### config.mk
export PLATFORM = sky130hd
export DESIGN_NAME = bp_cce_ucode_loader
export DESIGN_NICKNAME = d
export VERILOG_FILES = /design/src/rtl/bp_me_pkg.sv /design/src/rtl/bp_cce_ucode_checksum.sv /design/src/rtl/bp_cce_ucode_loader.sv
export SDC_FILE = /design/constraint.sdc
export NUM_CORES = 1
export LEC_CHECK = 0
export CORE_AREA = 4 4 83 85
export CTS_CLUSTER_DIAMETER = 40
export DETAILED_ROUTE_END_ITERATION = 8
export DIE_AREA = 0 0 87 89
export DONT_BUFFER_PORTS = 1
export GPL_TIMING_DRIVEN = 0
export PLACE_DENSITY = 0.53
export SYNTH_ARGS = -nofsm -noshare
export SYNTH_HDL_FRONTEND = slang
export SYNTH_SLANG_ARGS = --single-unit
### constraint.sdc
create_clock -name clk_i -period 2.4 [get_ports clk_i]
set_input_delay 0.48 -clock clk_i [delete_from_list [all_inputs] [get_ports clk_i]]
set_output_delay 0.48 -clock clk_i [all_outputs]
set_load 0.05 [all_outputs]
### src/rtl/bp_me_pkg.sv
// Shared types and helpers for the CCE microcode loader.
package bp_me_pkg;

  localparam int unsigned cce_instr_width_gp = 64;

  typedef enum logic [2:0] {
    e_ucl_reset      = 3'd0,
    e_ucl_idle       = 3'd1,
    e_ucl_write      = 3'd2,
    e_ucl_verify_rd  = 3'd3,
    e_ucl_verify_chk = 3'd4,
    e_ucl_done       = 3'd5,
    e_ucl_error      = 3'd6
  } bp_cce_ucode_loader_state_e;

  // Largest legal load size: one instruction per RAM entry.
  function automatic int unsigned ucl_max_count(input int unsigned pc_width);
    return 32'(1) << pc_width;
  endfunction

endpackage

### src/rtl/bp_cce_ucode_checksum.sv
// XOR accumulator used for the write-side and read-back checksums.
module bp_cce_ucode_checksum #(
  parameter int unsigned width_p = 64
) (
  input  logic               clk_i,
  input  logic               reset_i,
  input  logic               clear_i,
  input  logic               en_i,
  input  logic [width_p-1:0] data_i,
  output logic [width_p-1:0] sum_o
);

  always_ff @(posedge clk_i) begin
    if (reset_i || clear_i) begin
      sum_o <= '0;
    end else if (en_i) begin
      sum_o <= sum_o ^ data_i;
    end
  end

endmodule

### src/rtl/bp_cce_ucode_loader.sv
// Streams microcode into the CCE ucode RAM from PC 0, holding the CCE halted until done.
// Define BP_CCE_UCODE_LOADER_VERIFY_EN to add XOR-checksum read-back verification.
module bp_cce_ucode_loader
  import bp_me_pkg::*;
#(
  parameter int unsigned cce_pc_width_p    = 8,
  parameter int unsigned cce_instr_width_p = cce_instr_width_gp
) (
  input  logic                         clk_i,
  input  logic                         reset_i,
  input  logic                         start_i,
  input  logic [cce_pc_width_p:0]      count_i,
  input  logic [cce_instr_width_p-1:0] instr_data_i,
  input  logic                         instr_v_i,
  output logic                         instr_ready_and_o,
  output logic                         ucode_v_o,
  output logic                         ucode_w_o,
  output logic [cce_pc_width_p-1:0]    ucode_addr_o,
  output logic [cce_instr_width_p-1:0] ucode_data_o,
  input  logic [cce_instr_width_p-1:0] ucode_data_i,
  output logic                         cce_halt_o,
  output logic                         busy_o,
  output logic                         done_o,
  output logic                         error_o
);

  localparam int unsigned cnt_width_lp = cce_pc_width_p + 1;
  localparam int unsigned max_count_lp = ucl_max_count(cce_pc_width_p);

  bp_cce_ucode_loader_state_e state_r, state_n;

  logic [cnt_width_lp-1:0] cnt_r;
  logic [cnt_width_lp-1:0] addr_r;
  logic start_accept, count_zero, count_over, wr_hs, wr_last;

  assign start_accept = start_i
                      & (state_r inside {e_ucl_idle, e_ucl_done, e_ucl_error});
  assign count_zero   = (count_i == '0);
  assign count_over   = (count_i > cnt_width_lp'(max_count_lp));
  assign wr_hs        = (state_r == e_ucl_write) & instr_v_i;
  assign wr_last      = wr_hs & (addr_r == (cnt_r - cnt_width_lp'(1)));

  // addr_r carries one extra bit so a full-depth load ends on 2^pc without reusing PC 0.
  always_ff @(posedge clk_i) begin
    if (reset_i) begin
      cnt_r  <= '0;
      addr_r <= '0;
    end else if (start_accept) begin
      cnt_r  <= count_i;
      addr_r <= '0;
    end else if (wr_hs) begin
      addr_r <= addr_r + cnt_width_lp'(1);
    end
  end

`ifdef BP_CCE_UCODE_LOADER_VERIFY_EN
  logic [cnt_width_lp-1:0]      rd_addr_r;
  logic                         rd_v_r;
  logic                         rd_issue, rd_last, chk_match;
  logic [cce_instr_width_p-1:0] csum_r, chk_r;

  assign rd_issue  = (state_r == e_ucl_verify_rd);
  assign rd_last   = rd_issue & (rd_addr_r == (cnt_r - cnt_width_lp'(1)));
  assign chk_match = ((chk_r ^ ucode_data_i) == csum_r);

  // Read data lags the issued read by one cycle; rd_v_r marks the cycles to fold it in.
  always_ff @(posedge clk_i) begin
    if (reset_i) begin
      rd_addr_r <= '0;
      rd_v_r    <= 1'b0;
    end else begin
      rd_v_r <= rd_issue;
      if (start_accept) begin
        rd_addr_r <= '0;
      end else if (rd_issue) begin
        rd_addr_r <= rd_addr_r + cnt_width_lp'(1);
      end
    end
  end

  bp_cce_ucode_checksum #(.width_p(cce_instr_width_p)) u_csum (
    .clk_i   (clk_i),
    .reset_i (reset_i),
    .clear_i (start_accept),
    .en_i    (wr_hs),
    .data_i  (instr_data_i),
    .sum_o   (csum_r)
  );

  bp_cce_ucode_checksum #(.width_p(cce_instr_width_p)) u_chk (
    .clk_i   (clk_i),
    .reset_i (reset_i),
    .clear_i (start_accept),
    .en_i    (rd_v_r),
    .data_i  (ucode_data_i),
    .sum_o   (chk_r)
  );
`else
  logic unused_ucode_data;
  assign unused_ucode_data = ^ucode_data_i;
`endif

  always_ff @(posedge clk_i) begin
    if (reset_i) begin
      state_r <= e_ucl_reset;
    end else begin
      state_r <= state_n;
    end
  end

  always_comb begin
    state_n = state_r;
    case (state_r)
      e_ucl_reset: state_n = e_ucl_idle;
      e_ucl_idle, e_ucl_done, e_ucl_error: begin
        if (start_i) begin
          if (count_zero)      state_n = e_ucl_done;
          else if (count_over) state_n = e_ucl_error;
          else                 state_n = e_ucl_write;
        end
      end
      e_ucl_write: begin
`ifdef BP_CCE_UCODE_LOADER_VERIFY_EN
        if (wr_last) state_n = e_ucl_verify_rd;
`else
        if (wr_last) state_n = e_ucl_done;
`endif
      end
`ifdef BP_CCE_UCODE_LOADER_VERIFY_EN
      e_ucl_verify_rd: begin
        if (rd_last) state_n = e_ucl_verify_chk;
      end
      e_ucl_verify_chk: state_n = chk_match ? e_ucl_done : e_ucl_error;
`endif
      default: state_n = e_ucl_reset;
    endcase
  end

  // Write-path valid/data pass straight through so the stream runs at one beat per cycle.
  always_comb begin
    instr_ready_and_o = 1'b0;
    ucode_v_o         = 1'b0;
    ucode_w_o         = 1'b0;
    ucode_addr_o      = '0;
    ucode_data_o      = '0;
    cce_halt_o        = 1'b1;
    busy_o            = 1'b0;
    done_o            = 1'b0;
    error_o           = 1'b0;
    case (state_r)
      e_ucl_write: begin
        instr_ready_and_o = 1'b1;
        ucode_v_o         = instr_v_i;
        ucode_w_o         = 1'b1;
        ucode_addr_o      = addr_r[cce_pc_width_p-1:0];
        ucode_data_o      = instr_data_i;
        busy_o            = 1'b1;
      end
`ifdef BP_CCE_UCODE_LOADER_VERIFY_EN
      e_ucl_verify_rd: begin
        ucode_v_o    = 1'b1;
        ucode_addr_o = rd_addr_r[cce_pc_width_p-1:0];
        busy_o       = 1'b1;
      end
      e_ucl_verify_chk: busy_o = 1'b1;
`endif
      e_ucl_done: begin
        done_o     = 1'b1;
        cce_halt_o = 1'b0;
      end
      e_ucl_error: error_o = 1'b1;
      default: ;
    endcase
  end

endmodule

==> results of run 1 <==
-- worst max-delay path, cell delays in order, from the launching register on --
cell and delay [ps]:
dfxtp_1 360, nor3b_2 310, buf_4 260, buf_4 280, and2_4 280
-- layout make-up --
cell class,instances,area share (%)
multi-input combinational,183,66.6
sequential,21,20.4
buffer,19,4.66
tap,77,4.66
clock buffer,3,2.00
inverter,6,1.27
clock inverter,1,0.242
antenna,2,0.242
-- final timing paths --
kind / from / to / slack [ps] / depth (start not counted)
worst max-delay path: state_r[2] / ucode_data_o[62] / 140 / 4
worst min-delay path: reset_i / state_r[2] / 310 / 1
worst max register to register: state_r[2] / addr_r[5] / 310 / 5
worst min register to register: addr_r[8] / addr_r[8] / 500 / 2
-- through the flow --
step	instances	setup TNS (ps)
after floorplan	229	0
after global placement	306	-10890
after detailed placement	306	-12580
after CTS	310	-1810
after global routing	310	0
final	312	0
-- power breakdown --
group	internal, mW	total, mW	switching [mW]
clock	0.116	0.236	0.120
sequential	0.361	0.377	0.0162
combinational	0.112	0.371	0.259
total	0.589	0.985	0.395
-- placed cells by master (no fill, tap or decap), drive strengths merged, types with 3 or more instances in the layout --
cell    count
nand3       7
mux2i      11
nand2       6
ha          3
clkbuf     15
xnor2       8
o21ai       5
xor2        7
nand4       3
a21oi       5
or3         4
buf         7
nor2       21
dfxtp      21
and2       73
inv         5
-- flip-flops by register name, indices dropped and copies added (netlist names) --
name     count
addr_r       9
cnt_r        9
state_r      3
-- cells by family (layout without fill, tap and decap cells) --
kind of cell,count (synthesis),count (layout)
buffers and inverters,25,29
xor gates and xnor gates,15,15
other,0,2
AOI/OAI and AO/OA,22,22
adders and majority gates,3,3
and+or+nand+nor,132,132
muxes,11,11
DFF,21,21
-- synthesized netlist by cell type, drive strengths merged (2+ instances only) --
master | instances | share of area (%)
a21oi | 5 | 1.4
a221oi | 2 | 1.0
and2 | 73 | 26
and4 | 2 | 1.0
buf | 5 | 1.7
clkbuf | 14 | 3.0
dfxtp | 21 | 24
ha | 3 | 2.2
inv | 6 | 1.3
mux2i | 11 | 6.3
nand2 | 6 | 1.3
nand2b | 2 | 0.72
nand3 | 7 | 2.0
nand4 | 3 | 1.1
nand4b | 2 | 1.0
nor2 | 21 | 4.7
nor2b | 2 | 0.72
nor3b | 2 | 1.2
o21ai | 5 | 1.4
o31ai | 2 | 0.86
or3 | 4 | 1.4
or4 | 2 | 0.86
xnor2 | 8 | 4.0
xor2 | 7 | 3.5
-- metal layers --
metal | vias to the layer above | part of all wire [%]
li1 | 768 | -
met1 | 742 | 41
met2 | 102 | 42
met3 | 11 | 15
met4 | 6 | 0.84
met5 | - | 0.56
-- what timing repair did --
action,in CTS,in global routing
hold buffers,0,0
endpoints found under the setup margin,74,72
gates resized for setup,101,45
==> flow_metrics.py, run 1 <==
metrics = {
    "logic_synthesis": {
        "syn_avg_cell_area_um2": 7.59,
        "synth_area_um2": 1740,
        "synth_xor_area_share_pct": 7.55,
        "syn_nets": 373,
        "synth_compound_area_share_pct": 8.71,
        "synth_cell_types": 43,
        "synthAdderAreaFrac_pct": 2.16,
        "synth-seq-area-share_pct": 24.2,
        "synthSimpleGateAreaFrac_pct": 45.1,
        "synthFlopType": "dfxtp_1",
        "async_flop_share_pct": 0,
        "synth_top_family_by_area": "simple AND/OR/NAND/NOR gates",
        "ys_ff_latch": 21,
        "synth.area.mux_share_pct": 6.33,
        "synth-edff-count": 0,
        "synthCells": 229,
        "yosys_warnings": 0,
    },
    "pwr": {
        "vdd_drop_max_mv": 0.187,
        "p_leak_nw": 0.882,
        "cellPowerDensity_nw_per_um2": 477,
        "power.total_uw": 985,
    },
    "sta": {
        "relSlewSlack_pct": 51.3,
        "finalSetupViolCount": 0,
        "rsz0062_at_grt": "false",
        "setup_slack_ps": 144,
        "finalHoldViolations": 0,
        "whs_ps": 311,
        "timing.fmax_mhz": 443,
        "finalCritPeriodShare_pct": 94.0,
        "clock_skew_ps": 7.65,
        "tightest_slew_ps": 730,
        "fin_crit_ps": 2260,
        "slew_violations": 0,
    },
    "worst_setup_path": {
        "critPathRequiredTime_ps": 1920,
        "worstSetupPathType": "reg -> out",
        "end_kind": "output port",
        "worst_setup_path_start_kind": "register",
        "cp.arrival_ps": 1780,
        "critPathMaxFanout": 12,
    },
    "clocking": {
        "cts_tree": "built",
        "clk-insertion-delay-late_ps": 270,
        "clk_path_buf_depth": 2,
        "cts_buffers": 3,
        "clk_pin_slew_ps": 80,
        "post_cts_buffers": 0,
        "cts_root_buf": "clkbuf_8",
        "cts.sinks": 21,
        "htree_levels": 1,
    },
    "drt": {
        "wirelength_mm": 7.28,
        "first_iter_violations": 106,
        "drcViolationCount": 0,
        "dr.pass1.iters": 4,
        "antenna_left": 0,
        "routedWlPerCell_um": 23.3,
        "dr_total_vias": 1629,
        "vias_per_cell": 5.22,
    },
    "placed_design": {
        "place_area_um2": 1840,
        "gp_congestion": 0.893,
        "dpl_worst_slack_ps": -331,
        "port_buffers": 0,
        "dp_hpwl_mm": 6.47,
    },
    "global_routing": {
        "grt_max_degree": 13,
        "overflow": 0,
        "grtUsageMet2_pct": 26.9,
        "antenna_found_initial": 3,
        "top_usage_layer": "met2",
        "track_usage_pct": 18.2,
        "grt_pass1_wl_mm": 10.0,
        "grt_pass1_vias": 1591,
        "use_met3_pct": 6.64,
        "use_met1_pct": 25.4,
    },
    "worst_hold_path": {
        "hold_path.class": "in -> reg",
    },
    "cells_and_area": {
        "drive_above_1_share_pct": 39.1,
        "fillers": 663,
        "multi_input_area_um2": 1380,
        "final_nets": 378,
        "fin_area_um2": 2070,
        "area_growth_pct": 18.8,
        "seq_area_um2": 420,
        "fin_util_pct": 33.3,
    },
    "flow_run": {
        "max_cap_violations": 0,
    },
    "die": {
        "die_x_um": 87,
        "core-area_um2": 6200,
        "ios": 220,
        "start_util_pct": 28.0,
        "std_cell_rows": 29,
        "die_area_um2": 7740,
        "fp.dieH_um": 89,
    },
    "outcome": {
        "status": "completed",
    },
}
Power figures use the tool's default switching activity.
==> inputs of run 2 (changes only) <==
CELL_PAD_IN_SITES_DETAIL_PLACEMENT = 0   (was not set)
CELL_PAD_IN_SITES_GLOBAL_PLACEMENT = 2   (was not set)
CORE_AREA = not set   (was 4 4 83 85)
CORE_ASPECT_RATIO = 1.1   (was not set)
CORE_MARGIN = 4   (was not set)
CORE_UTILIZATION = 27   (was not set)
DIE_AREA = not set   (was 0 0 87 89)
PLACE_DENSITY = 0.89   (was 0.53)
==> run 2 against run 1 <==
First-iteration DRC count decreased by 48%. Cell count rose by 0.32%. Setup slack worse by 69 ps. Register-to-register slack improved by 20 ps. Cell area is 2.3% lower. Sequential power is essentially flat. Via count is 3.3% lower. Hold slack better by 11 ps. Die area increased by 0.62%. Critical path depth is the same. Global-route usage decreased by 0.67 points. Critical endpoint is now ucode_addr_o[3]. Largest power group unchanged.
==> flow_metrics.py, run 2 (synthesis gave the netlist of run 1 again) <==
metrics = {
    "worst_setup_path": {
        "end_kind": "output port",
        "critPathMaxFanout": 12,
        "crit_start": "state_r[2]",
        "r2r_setup_slack_ps": 330,
        "critPathRequiredTime_ps": 1920,
        "cp.arrival_ps": 1840,
        "timing.rr.start": "state_r[2]",
        "worstSetupPathType": "reg -> out",
        "r2r-end": "addr_r[7]",
        "critical_path.endpoint": "ucode_addr_o[3]",
        "worst_setup_path_start_kind": "register",
        "rr_worst_depth": 5,
    },
    "pwr": {
        "p_int_uw": 582,
        "cellPowerDensity_nw_per_um2": 483,
        "power_switching_uw": 392,
        "switching_share_pct": 40.2,
        "p_leak_nw": 0.868,
        "vdd_drop_max_mv": 0.166,
        "power.total_uw": 974,
        "clkPwrFrac_pct": 24.0,
        "combPwrFrac_pct": 37.2,
        "sequentialPowerShare_pct": 38.8,
    },
    "clocking": {
        "cts_buffers": 3,
        "cts_tree": "built",
        "cts_root_buf": "clkbuf_8",
        "clk-insertion-delay-late_ps": 260,
        "cts.sinks": 21,
        "clk_pin_slew_ps": 70,
        "cts_hold_buffers": 0,
        "htree_levels": 1,
        "clk_path_buf_depth": 2,
    },
    "cells_and_area": {
        "n_antenna_cell": 0,
        "top_regs": "addr_r (9), cnt_r (9), state_r (3)",
        "mostFrequentLayoutCells": "and2_2, and2_4, dfxtp_1",
        "final_nets": 378,
        "fillers": 688,
        "area_growth_pct": 16.0,
        "drive_above_1_share_pct": 38.2,
        "mostFrequentLayoutCell": "and2_2",
    },
    "die": {
        "std_cell_rows": 30,
        "start_util_pct": 27.9,
        "die_area_um2": 7790,
        "ios": 220,
        "fp.dieH_um": 92.2,
        "core-area_um2": 6230,
        "die_x_um": 84.5,
    },
    "sta": {
        "clock_skew_ps": 8.12,
        "finalHoldViolations": 0,
        "finalSetupViolCount": 0,
        "rsz0062_at_grt": "true",
        "tightest_slew_ps": 742,
        "finalCritPeriodShare_pct": 96.9,
        "relSlewSlack_pct": 50.5,
        "timing.fmax_mhz": 430,
        "fin_crit_ps": 2320,
        "slew_violations": 0,
        "setup_slack_ps": 75.2,
    },
    "drt": {
        "first_iter_violations": 55,
        "antenna_left": 0,
        "routedWlPerCell_um": 22.9,
        "dr_total_vias": 1576,
        "wirelength_mm": 7.16,
        "vias_per_cell": 5.04,
        "dr.pass1.iters": 4,
        "drcViolationCount": 0,
    },
    "placed_design": {
        "port_buffers": 0,
        "gp_congestion": 0.885,
        "dpl_worst_slack_ps": -317,
        "dp_hpwl_mm": 6.39,
    },
    "global_routing": {
        "grt_pass1_wl_mm": 9.97,
        "track_usage_pct": 17.5,
        "overflow": 0,
        "grt_max_degree": 13,
        "grt_pass1_vias": 1613,
        "antenna_found_initial": 0,
    },
    "flow_run": {
        "max_cap_violations": 0,
    },
    "outcome": {
        "status": "completed",
    },
    "worst_hold_path": {
        "hold_path.class": "in -> reg",
    },
}
## run 2: changes by cell type in the layout (fill, tap and decap cells not counted), sizes merged
cell / change
clkbuf: +2
buf: -1
clkinvlp: -1
diode: -2
inv: +1
clkinv: -1
## run 2: layer usage
metal / routed length, um / GRT usage [%] / vias to the layer above
li1: - / - / 764
met1: 2450 / 22.5 / 704
met2: 3040 / 26.4 / 104
met3: 1610 / 8.63 / 4
met4: 44 / 3.56 / 0
met5: 0 / 0 / -
## run 2: worst min path at each step
stage	startpoint	to	slack, ps	depth (start not counted)
detailed placement	addr_r[8]	addr_r[8]	500	2
global route	reset_i	state_r[2]	340	1
global placement	addr_r[8]	addr_r[8]	480	2
floorplan	addr_r[8]	addr_r[8]	470	2
finish	reset_i	state_r[2]	320	1
CTS	reset_i	state_r[2]	320	1
## run 2: area by class of cell
type	count	area, um^2	area share, %
multi-input combinational	183	1330	66.1
tap	80	100	4.96
sequential	21	420	20.8
inverter	6	22.5	1.12
buffer	19	96.3	4.77
clock buffer	4	45.0	2.23
## run 2: metrics by stage
stage	instances	hold slack [ps]	cell area, um^2	TNS (ps)	util [%]
2_1_floorplan	229	470	1740	0	-
3_3_place_gp	309	484	1840	-8990	29.5
3_5_place_dp	309	504	1840	-11790	29.5
4_1_cts	313	320	1990	-500	31.9
5_1_grt	313	338	2020	-265	32.4
6_report	313	322	2020	0	32.4
## run 2: timing repair
action                                  4_1_cts  5_1_grt
pin swaps                                     0        0
gates resized for setup                      82       28
endpoints found under the setup margin       74       61
buffers inserted                              0        0
## run 2: worst max-delay path, cell delays in order (launching register included)
cell and delay [ps]:
dfxtp_1 350, nor3b_2 310, clkbuf_4 300, buf_4 270, and2_2 350
## run 2: power by group through the flow
| stage | clock, mW | sequential, mW | combinational [mW] |
|---|---|---|---|
| final | 0.234 | 0.378 | 0.363 |
| after global routing | 0.250 | 0.380 | 0.387 |
| after CTS | 0.241 | 0.378 | 0.356 |
| after detailed placement | 0 | 0.386 | 0.341 |
| after global placement | 0 | 0.385 | 0.338 |
| after floorplan | 0 | 0.382 | 0.294 |
